$ cat src/rtl/mat_operand_result_buffer_pkg.sv
// Shared types and defaults for the operand/result buffer.
package mat_buf_pkg;

   localparam int unsigned DEF_DATA_W  = 8;
   localparam int unsigned DEF_A_DIM   = 4;
   localparam int unsigned DEF_B_DIM   = 3;
   localparam int unsigned DEF_C_DIM   = 2;
   localparam int unsigned DEF_NUM_SRC = 3;

   // Result source / bank indices
   localparam int unsigned SRC_PE  = 0;
   localparam int unsigned SRC_SA3 = 1;
   localparam int unsigned SRC_SA2 = 2;

   typedef enum logic [1:0] {
      ST_IDLE   = 2'd0,
      ST_LOADED = 2'd1,
      ST_DONE   = 2'd2
   } state_e;

endpackage

$ cat src/rtl/mat_operand_result_buffer_result_bank.sv
// One result bank: holds a single C matrix and a filled flag.
module result_bank #(
   parameter int unsigned W = 32
) (
   input  logic         clk,
   input  logic         reset,
   input  logic         clear_i,
   input  logic         unfill_i,
   input  logic         we_i,
   input  logic [W-1:0] d_i,
   output logic [W-1:0] q_o,
   output logic         filled_o
);

   logic [W-1:0] data_q, data_d;
   logic         filled_q, filled_d;

   // Next-state: soft clear wipes everything, unfill drops only the flag
   always_comb begin
      data_d   = data_q;
      filled_d = filled_q;
      if (clear_i) begin
         data_d   = '0;
         filled_d = 1'b0;
      end else if (unfill_i) begin
         filled_d = 1'b0;
      end else if (we_i) begin
         data_d   = d_i;
         filled_d = 1'b1;
      end
   end

   // Storage registers with synchronous active-low reset
   always_ff @(posedge clk) begin
      if (!reset) begin
         data_q   <= '0;
         filled_q <= 1'b0;
      end else begin
         data_q   <= data_d;
         filled_q <= filled_d;
      end
   end

   assign q_o      = data_q;
   assign filled_o = filled_q;

endmodule

$ cat src/rtl/mat_operand_result_buffer.sv
// Operand latch plus per-source result banks with completion and error tracking.
module mat_operand_result_buffer
   import mat_buf_pkg::*;
#(
   parameter int unsigned DATA_W  = DEF_DATA_W,
   parameter int unsigned A_DIM   = DEF_A_DIM,
   parameter int unsigned B_DIM   = DEF_B_DIM,
   parameter int unsigned C_DIM   = DEF_C_DIM,
   parameter int unsigned NUM_SRC = DEF_NUM_SRC,
   parameter int unsigned SRC_W   = (NUM_SRC > 1) ? $clog2(NUM_SRC) : 1
) (
   input  logic                              clk,
   input  logic                              reset,
   input  logic                              run_valid_i,
   input  logic [A_DIM*A_DIM*DATA_W-1:0]     a_i,
   input  logic [B_DIM*B_DIM*DATA_W-1:0]     b_i,
   output logic [A_DIM*A_DIM*DATA_W-1:0]     a_o,
   output logic [B_DIM*B_DIM*DATA_W-1:0]     b_o,
   output logic                              opnd_ready_o,
   input  logic                              res_valid_i,
   input  logic [SRC_W-1:0]                  res_src_i,
   input  logic [C_DIM*C_DIM*DATA_W-1:0]     c_i,
   output logic [NUM_SRC*C_DIM*C_DIM*DATA_W-1:0] c_o,
   output logic [NUM_SRC-1:0]                res_mask_o,
   output logic                              done_capture,
   input  logic                              clear_i,
   output logic                              err_o
);

   localparam int unsigned AW = A_DIM * A_DIM * DATA_W;
   localparam int unsigned BW = B_DIM * B_DIM * DATA_W;
   localparam int unsigned CW = C_DIM * C_DIM * DATA_W;

   state_e              state_q, state_d;
   logic [AW-1:0]       a_q, a_d;
   logic [BW-1:0]       b_q, b_d;
   logic                rdy_q, rdy_d;
   logic                done_q, done_d;
   logic                err_q, err_d;
   logic                run_q, run_d;
   logic                run_rise;
   logic [NUM_SRC-1:0]  wr_sel;
   logic [NUM_SRC-1:0]  bank_we;
   logic [NUM_SRC-1:0]  res_mask;
   logic                src_ok;
   logic                unfill;

   assign run_rise = run_valid_i & ~run_q;
   assign run_d    = run_valid_i;

   // One-hot decode of the target bank; empty when the index is out of range
   always_comb begin
      wr_sel = '0;
      for (int unsigned k = 0; k < NUM_SRC; k++) begin
         wr_sel[k] = (32'(res_src_i) == k);
      end
      src_ok = |wr_sel;
   end

   // FSM next-state, operand latch and error tracking
   always_comb begin
      state_d = state_q;
      a_d     = a_q;
      b_d     = b_q;
      rdy_d   = rdy_q;
      done_d  = done_q;
      err_d   = err_q;
      bank_we = '0;
      unfill  = 1'b0;
      if (clear_i) begin
         state_d = ST_IDLE;
         a_d     = '0;
         b_d     = '0;
         rdy_d   = 1'b0;
         done_d  = 1'b0;
         err_d   = 1'b0;
      end else begin
         case (state_q)
            ST_IDLE: begin
               if (run_rise) begin
                  a_d     = a_i;
                  b_d     = b_i;
                  rdy_d   = 1'b1;
                  state_d = ST_LOADED;
               end else if (res_valid_i) begin
                  err_d = 1'b1;
               end
            end
            ST_LOADED: begin
               if (run_rise) begin
                  a_d    = a_i;
                  b_d    = b_i;
                  unfill = 1'b1;
               end else if (res_valid_i) begin
                  if (!src_ok || |(wr_sel & res_mask)) begin
                     err_d = 1'b1;
                  end else begin
                     bank_we = wr_sel;
                     if (&(res_mask | wr_sel)) begin
                        state_d = ST_DONE;
                        done_d  = 1'b1;
                     end
                  end
               end
            end
            ST_DONE: begin
               if (run_rise) begin
                  a_d     = a_i;
                  b_d     = b_i;
                  unfill  = 1'b1;
                  done_d  = 1'b0;
                  state_d = ST_LOADED;
               end else if (res_valid_i) begin
                  err_d = 1'b1;
               end
            end
            default: state_d = ST_IDLE;
         endcase
      end
   end

   // Control and operand registers
   always_ff @(posedge clk) begin
      if (!reset) begin
         state_q <= ST_IDLE;
         a_q     <= '0;
         b_q     <= '0;
         rdy_q   <= 1'b0;
         done_q  <= 1'b0;
         err_q   <= 1'b0;
         run_q   <= 1'b0;
      end else begin
         state_q <= state_d;
         a_q     <= a_d;
         b_q     <= b_d;
         rdy_q   <= rdy_d;
         done_q  <= done_d;
         err_q   <= err_d;
         run_q   <= run_d;
      end
   end

   for (genvar k = 0; k < NUM_SRC; k++) begin : g_bank
      result_bank #(.W(CW)) u_bank (
         .clk      (clk),
         .reset    (reset),
         .clear_i  (clear_i),
         .unfill_i (unfill),
         .we_i     (bank_we[k]),
         .d_i      (c_i),
         .q_o      (c_o[k*CW +: CW]),
         .filled_o (res_mask[k])
      );
   end

   assign a_o          = a_q;
   assign b_o          = b_q;
   assign opnd_ready_o = rdy_q;
   assign done_capture = done_q;
   assign err_o        = err_q;
   assign res_mask_o   = res_mask;

endmodule
$ cat config.mk
export PLATFORM = sky130hd
export DESIGN_NAME = mat_operand_result_buffer
export DESIGN_NICKNAME = d
export VERILOG_FILES = /design/src/rtl/mat_operand_result_buffer_pkg.sv /design/src/rtl/mat_operand_result_buffer_result_bank.sv /design/src/rtl/mat_operand_result_buffer.sv
export SDC_FILE = /design/constraint.sdc
export NUM_CORES = 1
export LEC_CHECK = 0
export CAP_MARGIN = 40
export CORE_AREA = 2 2 210 212
export CTS_BUF_LIST = sky130_fd_sc_hd__clkbuf_16
export DETAILED_ROUTE_END_ITERATION = 16
export DIE_AREA = 0 0 212 214
export HOLD_SLACK_MARGIN = 0.12
export PLACE_DENSITY = 0.59
export SLEW_MARGIN = 20
export SYNTH_ARGS = -nofsm -noshare
export SYNTH_HDL_FRONTEND = slang
export SYNTH_SLANG_ARGS = --single-unit
$ cat constraint.sdc
create_clock -name clk -period 1.7 [get_ports clk]
set_input_delay 0.425 -clock clk [delete_from_list [all_inputs] [get_ports clk]]
set_output_delay 0.425 -clock clk [all_outputs]
set_load 0.1 [all_outputs]
==> results.md, run 1 <==
Drt:
- The detailed-routing iteration count for the pre-antenna-repair pass is 7.
- The number of design-rule violations left by the first detailed-router iteration is 500.
- After detailed routing, the number of vias per cell comes to 4.445.
- The count of nets left with antenna violations once routing finished came out at 0.
- The final routed DRC violation total is 0.
- The routed layout has 10980 vias.
- The average wire per cell in the routed design is 16.69 um.
- The wire length reported by the detailed router is 41230 um.

Synthesis:
- Dividing the synthesized area by the synthesized cell count gives 8.230 sq um.
- The share of synthesized area occupied by flip-flops and latches is 0.5738.
- The number of unique standard cell types used by synthesis is 31.
- The cell type with the highest aggregate area in the netlist is dfxtp_1.
- The number of nets handed over by synthesis was 1537.
- The dominant cell by count in the synthesized netlist is nand2_1.
- The async set-reset flop share out of synthesis is 0.
- The synthesized netlist occupies a cell area of 10640 sq um.
- The commonest cells after synthesis are nand2_1, dfxtp_1, a21oi_1.
- After synthesis the netlist holds a flip-flop and latch count of 305.
- The count of mapped cells out of synthesis is 1293.
- The prevailing post-synth register cell is dfxtp_1.
- The portion of synthesized cell area occupied by the leading cell type is 0.5738.
- The yosys synthesis warning count is 0.
- The synthesized design contains 0 enable-type register cells.
- By area the synthesized netlist is led by dfxtp_1, nand2_1, a21oi_1.

Finish:
- The footprint of the multi-input gates is 4011 sq um.
- The design area is 21500 sq um.
- The register area is 6106 sq um.
- At the end of the flow the core is filled with cells to 0.5014.
- Relative to the synthesized area, the layout overhead comes to 102.1%.
- The number of nets at the end of the flow is 2104.
- After filler insertion, the fill cell instance count of the layout stands at 3869.
- The final standard cell count with taps included and fillers excluded is 2471.
- The fraction of layout cells with a size suffix above 1 is 0.2451.

Worst setup path:
- STA classifies the critical path endpoint as a flip-flop.
- The critical path launch point type is an input port.
- In this run the worst path has a maximum fanout of 32.
- The data arrival time at the worst-slack endpoint is 2.11 ns.
- Data on the critical path is required at its endpoint by 2.15 ns.
- The worst setup path is of the input port to flip-flop kind.

Power and ir drop:
- VDD sags by at most 0.0008114 V.
- Of the total power, the share spent switching nets is 0.2785.
- For this design the static power due to leakage is 8.049 nW.
- The fraction of power consumed by sequential logic is 0.415.
- The share of total power dissipated in combinational logic is 0.174.
- The internal power is 12.94 mW.
- Power spread over the standard cell area amounts to 834.3 nW/um^2.
- Summed over all nets, the switching power comes to 4.997 mW.
- Of the total power, the clock network draws 0.411.

Floorplan:
- In this run the horizontal extent of the chip is 212 um.
- From bottom edge to top edge, the die measures 214 um.
- The number of ports placed on the die boundary is 541.
- The effective utilization at floorplan is 0.2481.
- The core footprint is 42890 sq um.
- In this run the core area contains 76 standard-cell rows.
- The area of the die is 45370 sq um.

Clock network:
- The source-to-sink clock delay at the later pin of the worst-skew pair is 0.53 ns.
- After clock tree synthesis, the clock-pin slew on the worst setup and hold paths is 0.06 ns.
- TritonCTS built the clock tree.
- The level count of the clock H-tree is 2.
- CTS placed an instance of clkbuf_16 at the clock tree root.
- The number of hold-repair buffers added at the cts stage is 0.
- The deepest clock path buffer count is 3.
- The sink count of the clock tree is 305.
- In this run, CTS created clock tree buffers numbering 37.

Global routing:
- The global-route wire length before repair is 63580 um.
- The via count of the first global-routing pass is 10990.
- The initial antenna violation count came to 3.
- The pin count of the biggest net entering global routing is 66.
- The overall fraction of global-route tracks in use is 0.1781.
- The leftover overflow at the end of global routing is 0.

Timing:
- Setup violations remaining at the end of the flow were counted as 0.
- For the pin with the worst max-slew slack, the measured transition is 0.2854 ns.
- After layout, the minimum clock period comes to 1.668 ns.
- For this run, the top clock speed supported by timing is 0.5996 GHz.
- Dividing the final minimum period by the clock period gives 0.9811.
- Across the routed clock network, the largest skew measured is 0.01249 ns.
- The number of pins with negative max-slew slack in the final report is 0.
- The relative slew slack is 0.8097.
- Setup repair after global routing left no endpoint under its margin.
- After routing, the total negative slack on setup checks comes to 0 ns.
- The final number of hold-violating endpoints is 0.
- Across all hold checks on the routed design, the worst slack comes to 0.4403 ns.

Flow run:
- The tool flagged a number of max-cap violations equal to 0.

Placement:
- The HPWL reported at the end of detailed placement is 31880 um.
- In this run, placement finished with an instance count of 2404.
- Routability-driven placement finished with a final weighted congestion of 0.8440.
- Once placement finished, the instance area stood at 20350 sq um.
- The count of buffers added on input and output ports is 540.

Run status:
- The flow ran to the end, and the final reports show no timing, DRC or antenna violations.

Min path:
- The type of the most critical hold path is input port to flip-flop.
==> cells by family (layout without fill, tap and decap cells) <==
kind of cell,count (synthesis),in the layout,share of synthesized area
AOI/OAI and AO/OA,311,311,0.1512
adders and majority gates,5,5,0.005879
buffers and inverters,110,702,0.05279
DFF,305,305,0.5738
muxes,3,3,0.003409
other,0,1,0
and+or+nand+nor,559,559,0.2129
==> timing repair <==
| action | in CTS | in global routing |
|---|---|---|
| endpoints found under the setup margin | 0 | 97 |
| resized for setup | 0 | 10 |
| setup buffers | 0 | 1 |
| hold endpoints to repair | 0 | 0 |
==> worst paths after layout <==
kind              cells past startpoint  slack, ns                      start                       end
setup / recovery                      7       0.03               res_src_i[0]  g_bank[0].u_bank.q_o[11]
hold / removal                        3       0.44                   a_i[109]                  a_o[109]
hold reg to reg                       2       0.49                    b_o[61]                   b_o[61]
setup reg to reg                      6       0.09  g_bank[0].u_bank.filled_o  g_bank[0].u_bank.q_o[11]
==> placed cells by master (no fill, tap or decap), drive strengths merged, types with 2 or more instances in the layout <==
cell type | Yosys | final
nor2 | 7 | 7
ha | 5 | 5
nand4 | 3 | 3
nand3 | 96 | 96
nand2b | 5 | 5
nor3 | 2 | 2
o21ai | 101 | 101
nand2 | 439 | 439
clkinv | 0 | 13
clkinvlp | 0 | 3
a21oi | 204 | 204
clkbuf | 56 | 38
mux2 | 2 | 2
nor2b | 2 | 2
inv | 5 | 14
dfxtp | 305 | 305
buf | 49 | 394
a21boi | 3 | 3
and2b | 2 | 2
bufinv | 0 | 2
clkdlybuf4s50 | 0 | 237
==> final cells by class <==
cell class | count | share of cell area
clock inverters | 27 | 0.009077
repair buffers | 633 | 0.4424
multi-input cells | 878 | 0.1865
diodes | 1 | 0.0001164
inverters | 5 | 0.0008728
well taps | 585 | 0.03404
clock buffers | 37 | 0.04306
flip-flops and latches | 305 | 0.2839
==> power by group through the flow <==
stage	Combinational, mW	Clock (mW)	Sequential [mW]
after floorplan	0.531	0	8.53
after global placement	3.12	0	7.60
after detailed placement	3.13	0	7.60
after CTS	3.14	7.61	7.45
after global routing	3.27	7.91	7.46
final	3.12	7.38	7.45
==> worst max-delay path, cell delays in order <==
cell	delay (ns)
clkdlybuf4s50_1	0.58
and2b_4	0.22
o2bb2ai_4	0.13
nand4_1	0.19
buf_4	0.20
buf_6	0.19
o21ai_1	0.16
==> per-stage QoR <==
stage               setup WS (ns)  power [mW]
floorplan                  0.1043       9.059
global placement          -0.4775       10.71
detailed placement        -0.5648       10.74
CTS                     0.0006906       18.20
global route             0.007211       18.65
finish                    0.03209       17.94
==> layer usage <==
metal	global-route usage	share of wire	routed length (um)	vias up
met5	0	0.00032	13	-
met4	0.04836	0.016	657	2
met3	0.06583	0.094	3889	43
met2	0.3118	0.50	20800	419
met1	0.2018	0.38	15870	5117
li1	-	-	-	5402
==> flip-flops by register name, summed over array words and instances (netlist names) <==
signal and flops:
a_o 128, g_bank.u_bank.q_o 96, b_o 72, g_bank.u_bank.filled_o 3, state_q 2, done_capture 1
err_o 1, opnd_ready_o 1, run_q 1
No activity file was read; power rests on OpenSTA's default activity.
==> run 2, diff against run 1 <==
--- a/config.mk
+++ b/config.mk
@@ -10,6 +10,7 @@
 export CTS_BUF_LIST = sky130_fd_sc_hd__clkbuf_16
 export DETAILED_ROUTE_END_ITERATION = 16
 export DIE_AREA = 0 0 212 214
+export GPL_ROUTABILITY_DRIVEN = 1
 export HOLD_SLACK_MARGIN = 0.12
 export PLACE_DENSITY = 0.59
 export SLEW_MARGIN = 20
==> results of run 2 <==
Final layout, timing and power as in run 1 (identical DEF).
